## src/rtl/dac_patgen_pkg.sv

```systemverilog
// dac_patgen_pkg: mode encoding and full-scale helpers shared by the DAC pattern generator
package dac_patgen_pkg;
   localparam int MODE_W = 2;
   typedef enum logic [MODE_W-1:0] {MODE_OFF, MODE_PULSE, MODE_RAMP, MODE_BURST} mode_e;
   function automatic logic [63:0] fs_pos(input int w);
      return (64'd1 << (w - 1)) - 64'd1;
   endfunction
   function automatic logic [63:0] fs_neg(input int w);
      return 64'd1 << (w - 1);
   endfunction
endpackage

```

## src/rtl/dac_patgen_ramp.sv

```systemverilog
// dac_patgen_ramp: registered SPB-lane ramp; ports clk/rst_n, load_i (restart at 0, take step_i), adv_i (next beat), step_i, lanes_o
module dac_patgen_ramp #(
   parameter int SAMPLE_W = 16,
   parameter int SPB      = 8
) (
   input  logic                    clk,
   input  logic                    rst_n,
   input  logic                    load_i,
   input  logic                    adv_i,
   input  logic [SAMPLE_W-1:0]     step_i,
   output logic [SPB*SAMPLE_W-1:0] lanes_o
);
   logic [SAMPLE_W-1:0]     step_q, step_d, phase_d;
   logic [SPB*SAMPLE_W-1:0] lanes_q, lanes_d;
   // lane 0 of lanes_q is the current phase; the next phase follows on from the last lane
   always_comb begin
      step_d  = load_i ? step_i : step_q;
      phase_d = load_i ? '0 : lanes_q[(SPB-1)*SAMPLE_W +: SAMPLE_W] + step_q;
      lanes_d = lanes_q;
      if (load_i || adv_i)
         for (int k = 0; k < SPB; k++)
            lanes_d[k*SAMPLE_W +: SAMPLE_W] = phase_d + SAMPLE_W'(k) * step_d;
   end
   always_ff @(posedge clk or negedge rst_n)
      if (!rst_n) begin
         step_q  <= '0;
         lanes_q <= '0;
      end else begin
         step_q  <= step_d;
         lanes_q <= lanes_d;
      end
   assign lanes_o = lanes_q;
endmodule

```

## src/rtl/dac_pattern_gen.sv

```systemverilog
// dac_pattern_gen: AXI4-Stream DAC test pattern source (OFF/PULSE/RAMP/BURST); ports dac_axi_clk, RESETn, mode_i, step_i, burst_len_i, axis_tready_i, dac_axis_tdata, dac_axis_tvalid, beat_cnt_o; DAC_PATGEN_BEAT_CNT_EN enables beat_cnt_o
module dac_pattern_gen
   import dac_patgen_pkg::*;
#(
   parameter int SAMPLE_W = 16,
   parameter int SPB      = 8,
   parameter int NUM_CH   = 8,
   parameter int PERIOD_W = 4,
   parameter int BURST_W  = 8
) (
   input  logic                    dac_axi_clk,
   input  logic                    RESETn,
   input  logic [MODE_W-1:0]       mode_i,
   input  logic [SAMPLE_W-1:0]     step_i,
   input  logic [BURST_W-1:0]      burst_len_i,
   input  logic [NUM_CH-1:0]       axis_tready_i,
   output logic [SPB*SAMPLE_W-1:0] dac_axis_tdata,
   output logic                    dac_axis_tvalid,
   output logic [31:0]             beat_cnt_o
);
   localparam logic [SAMPLE_W-1:0] MAX_POS = SAMPLE_W'(fs_pos(SAMPLE_W));
   localparam logic [SAMPLE_W-1:0] MAX_NEG = SAMPLE_W'(fs_neg(SAMPLE_W));
   localparam logic [PERIOD_W-1:0] PC_MAX  = '1;
   localparam logic [PERIOD_W-1:0] PC_HALF = PC_MAX >> 1;
   mode_e                   mode_q, mode_d, mode_s;
   logic [PERIOD_W-1:0]     pc_q, pc_d;
   logic [BURST_W-1:0]      len_q, len_d, bc_q, bc_d;
   logic                    boff_q, boff_d, tvalid_q, tvalid_d, sel_q, sel_d;
   logic [SAMPLE_W-1:0]     pat_q, pat_d;
   logic                    ready, acc, adv, chg, bwrap, ramp_adv;
   logic [SPB*SAMPLE_W-1:0] ramp_lanes;
   // every registered value describes the beat currently presented; nothing moves while stalled
   always_comb begin
      ready    = &axis_tready_i;
      acc      = tvalid_q & ready;
      adv      = ~tvalid_q | ready;
      mode_s   = mode_e'(mode_i);
      chg      = adv && (mode_s != mode_q);
      mode_d   = adv ? mode_s : mode_q;
      len_d    = chg ? ((burst_len_i == '0) ? BURST_W'(1) : burst_len_i) : len_q;
      pc_d     = chg ? '0 : (adv && mode_q == MODE_PULSE) ? pc_q + PERIOD_W'(1) : pc_q;
      ramp_adv = acc && (mode_q == MODE_RAMP || mode_q == MODE_BURST);
      bwrap    = bc_q == len_q - BURST_W'(1);
      bc_d     = bc_q;
      boff_d   = boff_q;
      if (chg) begin
         bc_d   = '0;
         boff_d = 1'b0;
      end else if (adv && mode_q == MODE_BURST && (boff_q || acc)) begin
         bc_d   = bwrap ? '0 : bc_q + BURST_W'(1);
         boff_d = bwrap ? ~boff_q : boff_q;
      end
      sel_d    = sel_q;
      pat_d    = pat_q;
      tvalid_d = tvalid_q;
      if (adv) begin
         sel_d    = (mode_d == MODE_RAMP) || (mode_d == MODE_BURST && !boff_d);
         pat_d    = (mode_d != MODE_PULSE) ? '0 : (pc_d == PC_MAX) ? MAX_POS : (pc_d == PC_HALF) ? MAX_NEG : '0;
         tvalid_d = sel_d || (mode_d == MODE_PULSE && (pc_d == PC_MAX || pc_d == PC_HALF));
      end
   end
   always_ff @(posedge dac_axi_clk or negedge RESETn)
      if (!RESETn) begin
         mode_q   <= MODE_OFF;
         pc_q     <= '0;
         len_q    <= '0;
         bc_q     <= '0;
         boff_q   <= 1'b0;
         sel_q    <= 1'b0;
         pat_q    <= '0;
         tvalid_q <= 1'b0;
      end else begin
         mode_q   <= mode_d;
         pc_q     <= pc_d;
         len_q    <= len_d;
         bc_q     <= bc_d;
         boff_q   <= boff_d;
         sel_q    <= sel_d;
         pat_q    <= pat_d;
         tvalid_q <= tvalid_d;
      end
   dac_patgen_ramp #(.SAMPLE_W(SAMPLE_W), .SPB(SPB)) u_ramp (
      .clk     (dac_axi_clk),
      .rst_n   (RESETn),
      .load_i  (chg),
      .adv_i   (ramp_adv),
      .step_i  (step_i),
      .lanes_o (ramp_lanes)
   );
   assign dac_axis_tdata  = sel_q ? ramp_lanes : {SPB{pat_q}};
   assign dac_axis_tvalid = tvalid_q;
`ifdef DAC_PATGEN_BEAT_CNT_EN
   logic [31:0] bcnt_q, bcnt_d;
   always_comb bcnt_d = chg ? '0 : acc ? bcnt_q + 32'd1 : bcnt_q;
   always_ff @(posedge dac_axi_clk or negedge RESETn)
      if (!RESETn) bcnt_q <= '0;
      else bcnt_q <= bcnt_d;
   assign beat_cnt_o = bcnt_q;
`else
   assign beat_cnt_o = '0;
`endif
endmodule

```

## config.mk

```make
export PLATFORM = sky130hd
export DESIGN_NAME = dac_pattern_gen
export DESIGN_NICKNAME = d
export VERILOG_FILES = /design/src/rtl/dac_patgen_pkg.sv /design/src/rtl/dac_patgen_ramp.sv /design/src/rtl/dac_pattern_gen.sv
export SDC_FILE = /design/constraint.sdc
export NUM_CORES = 1
export LEC_CHECK = 0
export CAP_MARGIN = 20
export CORE_AREA = 3 3 140 196
export DETAILED_ROUTE_END_ITERATION = 7
export DIE_AREA = 0 0 143 199
export PLACE_DENSITY = 0.85
export SYNTH_ARGS = -nofsm -noshare
export SYNTH_HDL_FRONTEND = slang
export SYNTH_SLANG_ARGS = --single-unit
```

## constraint.sdc

```tcl
create_clock -name dac_axi_clk -period 7.3 [get_ports dac_axi_clk]
set_clock_uncertainty 0.05 [all_clocks]
set_input_delay 0.73 -clock dac_axi_clk [delete_from_list [all_inputs] [get_ports dac_axi_clk]]
set_output_delay 0.73 -clock dac_axi_clk [all_outputs]
set_load 0.02 [all_outputs]
```

==> Yosys cells after proc, flatten, opt, wreduce, memory -nomap -nowiden <==
Index checks and enable logic that the tools add are counted.
{ "classes": {"n_addsub": 11, "n_mul": 4, "eq_ne": 11, "muxes": 16, "bitwise_logic": 4, "reduce_logical": 17} }
{ "ops": {"columns": ["operator", "count"], "rows": [
  ["16-bit adder", 8],
  ["128-bit 2-to-1 mux", 1],
  ["16-bit 2-to-1 mux", 5],
  ["3-bit by 16-bit multiplier with 16-bit output (first input constant)", 2],
  ["8-bit 2-to-1 mux", 4],
  ["2-bit by 16-bit multiplier with 15-bit output (first input constant)", 1],
  ["2-bit by 16-bit multiplier with 16-bit output (first input constant)", 1],
  ["8-bit by 1-bit adder with 8-bit output (second input constant)", 1],
  ["2-bit == test (second input constant)", 4],
  ["8-bit == test", 1],
  ["8-bit zero test", 1],
  ["4-bit 2-to-1 mux", 2],
  ["8-bit AND reduction", 1],
  ["8-bit by 1-bit subtractor with 8-bit output (second input constant)", 1],
  ["1-bit logical AND", 7],
  ["1-bit logical OR", 6],
  ["4-bit by 1-bit adder with 4-bit output (second input constant)", 1],
  ["2-bit by 1-bit == test with 1-bit output (second input constant)", 2],
  ["4-bit by 3-bit == test with 1-bit output (second input constant)", 1],
  ["4-bit == test (second input constant)", 1],
  ["1-bit 2-to-1 mux", 3],
  ["2-bit 2-to-1 mux", 1],
  ["2-bit by 1-bit != test with 1-bit output (second input constant)", 1],
  ["2-bit != test", 1],
  ["5 further kinds", 6]
]} }
{ "totals": {"register_bits": 185, "input_bits": 36, "output_inout_bits": 161, "word_cells": 73} }

==> Depth between registers and ports, before layout <==
Gate-level depths: netlist of run 1.
{ "logic_depth": {"ltp_word": 10, "mapped_depth": 27, "depth_no_buf": 25} }

==> Hierarchy <==
Synthesis of run 1 repeated with hierarchy kept, for this count alone.
{ "unflattened": {"cells_unflattened": 1768, "hier_area_um2": 14543.9} }
{ "modules_own_cells": {"columns": ["mod", "n_inst", "cells_per_inst", "area_each_um2", "seq_area_each_um2"], "rows": [
  ["dac_patgen_ramp", 1, 1265, 11622.4, 3353.2],
  ["dac_pattern_gen", 1, 503, 2921.6, 675.6]
]} }

==> Worst setup path after synthesis of run 1 <==
OpenSTA, ideal clock, no wires.
{ "synth_path": {"path_kind": "input to register", "start": "in axis_tready_i[4]", "end": "reg u_ramp.lanes_q[111] (netlist: u_ramp.lanes_o[111])", "setup_time_ns": 0.077, "arrival_time_ns": 5.813, "t_required_ns": 7.173, "slack_ns": 1.359, "stages": 27, "path_buffers": 2, "path_cell_list": "nand4_1 o21a_1 nor2_1 clkbuf_1 clkbuf_1 nor2_1 a21oi_1 inv_1 ha_1 o21ai_0 o2111ai_1 o2111ai_1 o2bb2a_1 o211ai_1 nand2b_1 a21oi_1 xnor2_1 ha_1 nand2_1 nor2_1 a211oi_1 o21ai_1 a211o_1 a21oi_1 xor2_1 xnor3_1 a21oi_1"} }
{ "synth_via": {"elab_chain_len": 6, "elab_cells_between_ends": 10, "cone_classes": "add/sub: 1; mul: 1; mux: 2; bitwise: 2; reduce/logical: 4"} }
{ "synth_lines": {"columns": ["item", "line", "source"], "rows": [
  ["from (decl)", "dac_pattern_gen.sv:16", "input logic [NUM_CH-1:0] axis_tready_i,"],
  ["8-bit AND reduction", "dac_pattern_gen.sv:34", "ready = &axis_tready_i;"],
  ["1-bit OR", "dac_pattern_gen.sv:36", "adv = ~tvalid_q | ready;"],
  ["1-bit logical AND", "dac_pattern_gen.sv:38", "chg = adv && (mode_s != mode_q);"],
  ["16-bit 2-to-1 mux", "dac_patgen_ramp.sv:17", "step_d = load_i ? step_i : step_q;"],
  ["via u_ramp.step_d[1]", "dac_patgen_ramp.sv:13", "logic [SAMPLE_W-1:0] step_q, step_d, phase_d;"],
  ["2-bit by 16-bit multiplier with 15-bit output", "dac_patgen_ramp.sv:22", "lanes_d[k*SAMPLE_W +: SAMPLE_W] = phase_d + SAMPLE_W'(k) * step_d;"],
  ["16-bit adder", "dac_patgen_ramp.sv:22", null],
  ["to (signal assigned)", "dac_patgen_ramp.sv:30", "lanes_q <= lanes_d;"],
  ["to (decl)", "dac_patgen_ramp.sv:14", "logic [SPB*SAMPLE_W-1:0] lanes_q, lanes_d;"]
]} }
The timed path passes the listed nets, and every way through them passes these cells.
A chain may end at the register's enable or synchronous reset.

==> Final worst setup path of run 1 <==
{ "layout_path": {"start": "in axis_tready_i[0]", "end": "reg u_ramp.lanes_q[111] (netlist: u_ramp.lanes_o[111])"} }
The elaborated chain is that of the path after synthesis.

==> impl_results.md, run 1 <==
- Global-route wire length before repair: 68900 um
- Required time of the critical path: 7.62 ns
- Vias/cell: 5.76
- R2r startpoint: mode_q[1]$_DFF_PN0_
- Fillers: 2219
- Worst-Skew Late Latency: 0.45 ns
- DRC Markers: 0
- RSZ-0062 raised after global routing: false
- Post-Synth Simple-Gate Area: 20.3%
- Synth Area in Adders: 19.7%
- Post-cts resize count: 0
- Initial Util: 56.2%
- CP max stage cell: clkdlybuf4s50_1
- Xor/xnor share of the synthesized area: 8.84%
- Max transition margin: 37.3%
- Site Rows: 70
- Crit-path max cell delay: 0.46 ns
- Gr ovfl total: 0
- Setup crit end: u_ramp.lanes_o[111]$_DFFE_PN0P_
- Syn Area/Cell: 7.95 um^2
- Max FO, Critical Path: 12
- Total global routing track utilization: 31.3%
- Max Buffers Root-to-Sink: 2
- Cts bufs inserted: 17
- Final ANT Viol Nets: 0
- # Post-CTS Setup Buffers: 0
- CTS clk-pin slew, worst paths: 0.07 ns
- Core Box Area: 0.0260 mm^2
- Crit-path most repeated cell: a21oi_1
- Netlist cell types: 70
- Vias in the first global route: 13295
- Number of port buffers: 164
- Seq/Total Area, Yosys: 27.6%
- Mapped cell area: 0.0146 mm^2
- Worst Tran Pin Value: 0.941 ns
- Area contributors post-synth: dfrtp_1, ha_1, nand2_1, fa_1, a21oi_1
- Antenna cells: 0
- Drt total wl: 43700 um
- Area growth syn-to-layout: 15.9%
- Synth top area share: 27.6%
- Post-synth EDFFs: 0
- FMAX: 0.156 GHz
- Max cap viols: 0
- Reg2reg path depth: 19
- Cts hold-fix bufs: 0
- 1st-pass router iterations: 6
- Worst Setup End Kind: flip-flop
- TritonCTS clock tree: done
- Clk Tree Root Cell: clkbuf_16
- Die W: 143 um
- Ports: 197
- Setup CP Type: primary input to flip-flop
- Synth Register Bits: 161
- DR vias: 13267
- Post-synthesis async set-or-reset flop share: 100%
- Largest net degree at the start of global routing: 89
- Clock sink count: 161
- Multi-input gate area: 0.00959 mm^2
- Initial antenna violation count: 0
- Final TNS setup: 0 ns
- Post-DR wirelength/cell: 19.0 um
- Fin nets: 2202
- Slew Viols, Final: 0
- CTS H-Tree Depth: 4
- Register Area: 0.00403 mm^2
- Dpl hpwl: 33800 um
- Final number of setup-violating endpoints: 0
- Class of the worst hold path: primary input to asynchronous set/reset pin
- Yosys top cell by area: dfrtp_1
- Hold Violations, Final: 0
- Largest family of logic cells by synthesized area: simple AND/OR/NAND/NOR gates
- Die Area: 0.0285 mm^2
- Main synth FF type: dfrtp_1
- Final min period: 6.39 ns
- R2R Path End: u_ramp.lanes_o[127]$_DFFE_PN0P_
- Startpoint types: primary input
- Synth Area in Compound Gates: 14.6%
- DRT iter0 DRCs: 941
- Syn. warnings: 0
- Die height: 199 um
- Status: finished, final reports clean
- Reg2reg setup slack: 1.33 ns
- Share of cells above drive strength 1: 3.74%
- Post-synthesis cell count: 1838
- Fin crit share: 87.5%
- Mux contribution to synthesized area: 1.13%
- CP arrival: 6.71 ns
- Worst Setup SP: axis_tready_i[0]
- GPL Wtd Cong: 0.959
sequential cells by signal, indices dropped and copies added (netlist names):
register         cells
u_ramp.lanes_o     118
u_ramp.step_q       16
bc_q                 8
len_q                8
pc_q                 4
mode_q               2
pat_q                2
boff_q               1
dac_axis_tvalid      1
sel_q                1
cells by family after synthesis:
kind of cell / after synthesis
multiplexers: 16
adder cells (fa/ha/maj): 200
XOR/XNOR: 142
flip-flops: 161
AND/OR/NAND/NOR: 694
AO/OA/AOI/OAI: 363
other: 1
buffers and inverters: 261
cell usage after synthesis, types with 9 or more instances:
cell and number:
buf_4 42, and3_1 11, a21oi_1 152, fa_1 51
o21ai_1 15, buf_1 11, nor2_1 129, inv_1 157
o21ai_0 82, a21o_1 23, dfrtp_1 161, nor3_1 24
xor2_1 53, o31ai_1 10, nand2_1 419, mux2i_1 12
a31oi_1 10, o21bai_1 16, ha_1 149, a211oi_1 9
nand2b_1 19, or3_1 16, clkbuf_1 50, xnor2_1 85
nand3_1 21
worst min path at each step:
| stage | to | slack (ns) | depth (start not counted) |
|---|---|---|---|
| 6_report | pc_q[0]$_DFF_PN0_ | 0.31 | 1 |
| 4_1_cts | len_q[2]$_DFFE_PN0N_ | 0.35 | 1 |
| 5_1_grt | pc_q[0]$_DFF_PN0_ | 0.37 | 1 |
| 3_3_place_gp | u_ramp.lanes_o[15]$_DFFE_PN0P_ | 0.40 | 2 |
| 3_5_place_dp | u_ramp.lanes_o[15]$_DFFE_PN0P_ | 0.41 | 2 |
| 2_1_floorplan | bc_q[0]$_DFFE_PN0P_ | 0.38 | 0 |
placed cells by master, fill, tap and decap left out, types with 53 or more instances in the layout:
cell type	count
inv_1	157
xor2_1	53
ha_1	149
dfrtp_1	160
clkdlybuf4s50_1	163
xnor2_1	85
o21ai_0	82
a21oi_1	152
nand2_1	418
nor2_1	128
metrics by stage:
stage / hold WS, ns / area (um^2) / std cells / util, % / setup WS, ns
floorplan: 0.384 / 14700 / 1869 / - / 1.36
global placement: 0.402 / 16400 / 2271 / 63.0 / 0.820
detailed placement: 0.408 / 16400 / 2271 / 63.0 / 0.583
CTS: 0.354 / 16900 / 2302 / 65.1 / 1.02
global route: 0.373 / 16900 / 2302 / 65.1 / 0.445
finish: 0.308 / 16900 / 2302 / 65.1 / 0.909
metal layers:
layer  wire [um]  global-route usage (%)  vias up
met5           0                       0        -
met3        2280                    4.16      152
met4        2940                    19.4        0
li1            -                       -     6278
met1       16400                    35.7     6316
met2       22100                    55.0      521
final cells by class:
class | instances | share of cell area, %
Clock buffer | 22 | 2.74
Clock inverter | 9 | 0.495
Inverter | 157 | 3.48
Multi-Input combinational cell | 1447 | 56.6
Sequential cell | 161 | 23.8
Tap cell | 324 | 2.39
Timing Repair Buffer | 182 | 10.5
critical path, delay by kind of cell:
family	cells	cell delay (ns)
xor+xnor	3	0.71
buf+inv	2	0.66
compound gates	13	3.21
simple gates	6	0.79
fa+ha+maj	2	0.61
Power of run 1 is left out: the tool's default activity adds up to more than one toggle a clock period on the data nets, which glitch-free logic cannot reach.
==> inputs of run 2 (changes only) <==
CORE_AREA = 3 3 146 205   (was 3 3 140 196)
DIE_AREA = 0 0 149 208   (was 0 0 143 199)
HOLD_SLACK_MARGIN = 0.05   (was default)
PLACE_DENSITY = 0.82   (was 0.85)
clock period = 5.4 ns   (was 7.3 ns; I/O delays follow)
==> run 2 against run 1 <==
Net effect:
- sequential share of layout area fell by 1.5 points
- global-route usage fell by 2.4 points
- design area rose by 6.7%
- worst setup slack got worse by 0.63 ns
- hold slack got worse by 0.23 ns
- final cell count rose by 7.8%
- non-clock buffer count rose by 128
- first-iteration DRC count fell by 20%
==> impl_results.md, run 2 (synthesized netlist as in run 1, its figures left out) <==
- Crit-path most repeated cell: o21ai_1
- Vias in the first global route: 13801
- Dpl hpwl: 34600 um
- Commonest non-fill, non-tap cell in the layout: nand2_1
- Placed inst area: 0.0174 mm^2
- Core Box Area: 0.0283 mm^2
- FMAX: 0.195 GHz
- Worst Tran Pin Value: 0.851 ns
- Total global routing track utilization: 28.9%
- Initial antenna violation count: 1
- Max FO, Critical Path: 4
- DR vias: 13595
- Startpoint types: flip-flop
- Final TNS setup: 0 ns
- TritonCTS clock tree: done
- Fin util: 63.8%
- DRT iter0 DRCs: 752
- Setup CP Type: flip-flop to flip-flop
- Largest net degree at the start of global routing: 111
- Max cap viols: 0
- Fillers: 2427
- Final number of setup-violating endpoints: 0
- Reg2reg setup slack: 0.27 ns
- Max reg flops: 118
- Slew Viols, Final: 0
- Share of cells above drive strength 1: 10.3%
- Worst Setup End Kind: flip-flop
- GPL Wtd Cong: 0.967
- Dpl ws: -0.188 ns
- Status: finished, final reports clean
- Die W: 149 um
- Critical-path cell list: buf_4 -> ha_1 -> a21oi_2 -> nor2b_1 -> a311o_1 -> o21ai_1 -> o21bai_1 -> a21oi_1 -> xnor2_1 -> nand2_2 -> buf_4 -> fa_1 -> inv_1 -> ha_1 -> and3_1 -> a21oi_2 -> o21ai_1 -> o41ai_2 -> o21bai_1 -> a21oi_1 -> xnor3_1 -> o21ai_1
- CTS clk-pin slew, worst paths: 0.07 ns
- CP arrival: 5.45 ns
- Die height: 208 um
- Max transition margin: 43.1%
- Drt total wl: 44400 um
- Reg2reg path depth: 22
- Site Rows: 73
- CTS H-Tree Depth: 4
- Final min period: 5.13 ns
- Hold Violations, Final: 0
- CP top delay family: compound AO/OA/AOI/OAI gates
- Die Area: 0.0310 mm^2
- Cts bufs inserted: 17
- Clk Tree Root Cell: clkbuf_16
- Ports: 197
- Final ANT Viol Nets: 0
- Initial Util: 51.6%
- Post-DR wirelength/cell: 17.9 um
- R2r startpoint: u_ramp.lanes_o[113]$_DFFE_PN0P_
- Antenna cells: 0
- Setup ws final: 0.275 ns
- Fin nets: 2330
- 1st-pass router iterations: 6
- CP max stage cell: fa_1
- Vias/cell: 5.48
- DRC Markers: 0
- Fin crit share: 94.9%
- R2R Path End: u_ramp.lanes_o[127]$_DFFE_PN0P_
- Required time of the critical path: 5.72 ns
- Number of port buffers: 164
- Worst Path Buf+Inv: 3
- Clock sink count: 161
- Area growth syn-to-layout: 23.7%
- Global-route wire length before repair: 70800 um
- Crit-path max cell delay: 0.48 ns
- Max Buffers Root-to-Sink: 2
- Finished Cell Area: 0.0181 mm^2
- Worst-Skew Late Latency: 0.45 ns
- Class of the worst hold path: primary input to asynchronous set/reset pin
- Gr ovfl total: 0
- Most frequent cells in the layout: nand2_1, clkdlybuf4s50_1, dfrtp_1
## run 2: cell count changes in the layout (fill, tap and decap cells not counted), sizes merged
cell      previous run  this run
clkinv               6         5
clkinvlp             1         2
clkbuf              22        23
buf                 19       147
## run 2: how the worst max path moves through the flow
stage	endpoint	slack, ns	start	cells past startpoint
after floorplan	u_ramp.lanes_o[111]$_DFFE_PN0P_	0.007	axis_tready_i[4]	27
after global placement	u_ramp.lanes_o[127]$_DFFE_PN0P_	-0.06	mode_i[1]	22
after detailed placement	u_ramp.lanes_o[111]$_DFFE_PN0P_	-0.19	axis_tready_i[5]	26
after CTS	u_ramp.lanes_o[95]$_DFFE_PN0P_	0.004	u_ramp.lanes_o[113]$_DFFE_PN0P_	21
after global routing	u_ramp.lanes_o[111]$_DFFE_PN0P_	-0.02	mode_i[1]	21
final	u_ramp.lanes_o[127]$_DFFE_PN0P_	0.27	u_ramp.lanes_o[113]$_DFFE_PN0P_	22
## run 2: final cells by class
type	count	area, um^2	share of cell area, %
Clock buffer	23	468	2.59
Timing Repair Buffer	310	2780	15.4
Inverter	157	589	3.26
Tap cell	375	469	2.60
Clock inverter	9	82.6	0.457
Multi-Input combinational cell	1447	9660	53.4
Sequential cell	161	4030	22.3
## run 2: worst reg2reg max path: cells and delay by family, from the launching register on
kind	cells	cell delay, ns
and+or+nand+nor	3	0.47
AOI/OAI and AO/OA	11	2.14
buffers and inverters	3	0.38
adders and majority gates	3	1.07
DFF	1	0.39
xor gates and xnor gates	2	0.54
## run 2: routing by layer
metal | up-vias | track usage, % | wire length [um]
met1 | 6471 | 32.6 | 16700
met5 | - | 0 | 0
met4 | 0 | 13.1 | 2280
li1 | 6542 | - | -
met3 | 127 | 3.88 | 2330
met2 | 455 | 53.2 | 23100
## run 2: timing repair
| item | CTS | global route |
|---|---|---|
| cloned | 0 | 0 |
| pin swaps | 0 | 5 |
| hold buffers | 0 | 0 |
| setup buffers | 0 | 2 |
| endpoints found under the setup margin | 2 | 9 |
| gates resized for setup | 2 | 18 |
## run 2: metrics by stage
step | std cells | hold WS, ns
5_1_grt | 2482 | 0.131
2_1_floorplan | 1869 | 0.194
4_1_cts | 2479 | 0.121
3_3_place_gp | 2447 | 0.404
3_5_place_dp | 2447 | 0.406
6_report | 2482 | 0.0803
Power of run 2 is left out for the same reason.
==> inputs of run 3 (changes only) <==
CTS_BUF_LIST = sky130_fd_sc_hd__clkbuf_8   (was default)
GPL_ROUTABILITY_DRIVEN = 0   (was default)
==> run 3 against run 2 <==
Net effect:
- sequential share of layout area rose by 0.39 points
- design area fell by 1.7%
- register-to-register slack got worse by 0.11 ns
- count of clock-buffer cells in the layout fell by 2
- critical path depth fell by 2
- critical path type unchanged
- utilization fell by 1.1 points
- wire length fell by 0.86%
- global-route usage fell by 0.55 points
- first-iteration DRC count rose by 17%
- via count rose by 2.2%
- final cell count fell by 0.81%
- die area did not move
==> impl_results.md, run 3 (synthesized netlist as in run 1, its figures left out) <==
- Max Buffers Root-to-Sink: 2
- Worst Setup End Kind: flip-flop
- Final TNS setup: 0 ns
- Share of cells above drive strength 1: 9.49%
- Vias in the first global route: 14087
- Initial antenna violation count: 0
- Hold_ws: 0.384 ns
- Dpl hpwl: 34500 um
- DRT iter0 DRCs: 881
- Drt total wl: 44000 um
- Gr ovfl total: 0
- Placed cells: 2429
- Final ANT Viol Nets: 0
- Fillers: 2391
- Die Area: 0.0310 mm^2
- Worst Tran Pin Value: 0.995 ns
- Die height: 208 um
- Slew Viols, Final: 0
- Core Box Area: 0.0283 mm^2
- Post-DR wirelength/cell: 17.9 um
- DR vias: 13897
- Largest net degree at the start of global routing: 91
- Max reg flops: 118
- Final min period: 5.24 ns
- Area growth syn-to-layout: 21.5%
- DRC Markers: 0
- Required time of the critical path: 5.77 ns
- Vias/cell: 5.64
- Die W: 149 um
- Hold Violations, Final: 0
- Site Rows: 73
- Commonest non-fill, non-tap cell in the layout: nand2_1
- Fin nets: 2310
- Status: finished, final reports clean
- Max transition margin: 33.7%
- TritonCTS clock tree: done
- Class of the worst hold path: primary input to asynchronous set/reset pin
- Global-route wire length before repair: 70200 um
- Final Non-Filler Cells: 2462
- Worst-Skew Late Latency: 0.49 ns
- Ports: 197
- Cts bufs inserted: 17
- Antenna cells: 0
- 1st-pass router iterations: 7
- Most frequent cells in the layout: nand2_1, clkdlybuf4s50_1, dfrtp_1
- Initial Util: 51.6%
- Total global routing track utilization: 28.3%
- Clock sink count: 161
- Setup CP Type: flip-flop to flip-flop
- CTS H-Tree Depth: 4
- FMAX: 0.191 GHz
- Multi-input gate area: 0.00966 mm^2
- CTS clk-pin slew, worst paths: 0.09 ns
- Clk Tree Root Cell: clkbuf_8
- Register Area: 0.00403 mm^2
- Fin crit share: 97.0%
- Number of port buffers: 164
- Final number of setup-violating endpoints: 0
- Max FO, Critical Path: 4
- CP arrival: 5.61 ns
- Startpoint types: flip-flop
- Max cap viols: 0
[run 3: layer usage]
metal | GRT usage (%) | share of wire (%)
met1 | 31.4 | 37
met3 | 4.36 | 5.7
met5 | 0 | 0
met2 | 49.3 | 50
met4 | 19.1 | 7.6
[run 3: through the flow]
stage	area (um^2)	utilization, %	setup WS, ns
after floorplan	14800	-	0.00679
final	17800	62.7	0.163
after global placement	17300	61.1	-0.0664
after detailed placement	17300	61.1	-0.235
after CTS	17700	62.6	0.00952
after global routing	17800	62.7	-0.00950
[run 3: area by class of cell]
type,count,area share (%)
clock inverter,11,0.570
inverter,157,3.32
tap,375,2.64
clock buffer,21,1.63
timing repair buffer,290,14.8
multi-input combinational,1447,54.3
sequential,161,22.7
[run 3: final timing paths]
check                      cells past startpoint                            from                         endpoint  slack [ns]
hold / removal                                 2                          RESETn              bc_q[4]$_DFFE_PN0P_        0.38
hold reg to reg                                2  u_ramp.lanes_o[67]$_DFFE_PN0P_   u_ramp.lanes_o[67]$_DFFE_PN0P_        0.42
setup / recovery                              20      u_ramp.step_q[1]$_DFF_PN0_  u_ramp.lanes_o[127]$_DFFE_PN0P_        0.16
setup reg to reg                              20      u_ramp.step_q[1]$_DFF_PN0_  u_ramp.lanes_o[127]$_DFFE_PN0P_        0.16
max in group asynchronous                      3                          RESETn                sel_q$_DFFE_PN0N_        3.66
min in group dac_axi_clk                       2  u_ramp.lanes_o[67]$_DFFE_PN0P_   u_ramp.lanes_o[67]$_DFFE_PN0P_        0.42
[run 3: worst max-delay path: stages (launching register included)]
cell and delay, ns:
dfrtp_1 0.45, ha_1 0.30, a21oi_1 0.28, nor2b_1 0.12, a311o_1 0.43, o21ai_1 0.25
buf_4 0.17, xnor2_1 0.12, nand2_1 0.28, fa_1 0.57, inv_1 0.04, ha_1 0.23
or3_1 0.38, o21ai_0 0.13, a21o_1 0.14, o21ai_1 0.09, o41ai_2 0.42, o21bai_1 0.14
a21oi_2 0.16, xnor3_1 0.30, o21ai_1 0.12
[run 3: repair_timing]
item                                    in CTS  in global routing
pin swaps                                    0                  5
gates resized for setup                      1                 17
hold buffers                                 1                  0
endpoints found under the setup margin       1                 10
setup buffers                                0                  0
hold endpoints to repair                    14                  0
Power of run 3 is left out for the same reason.
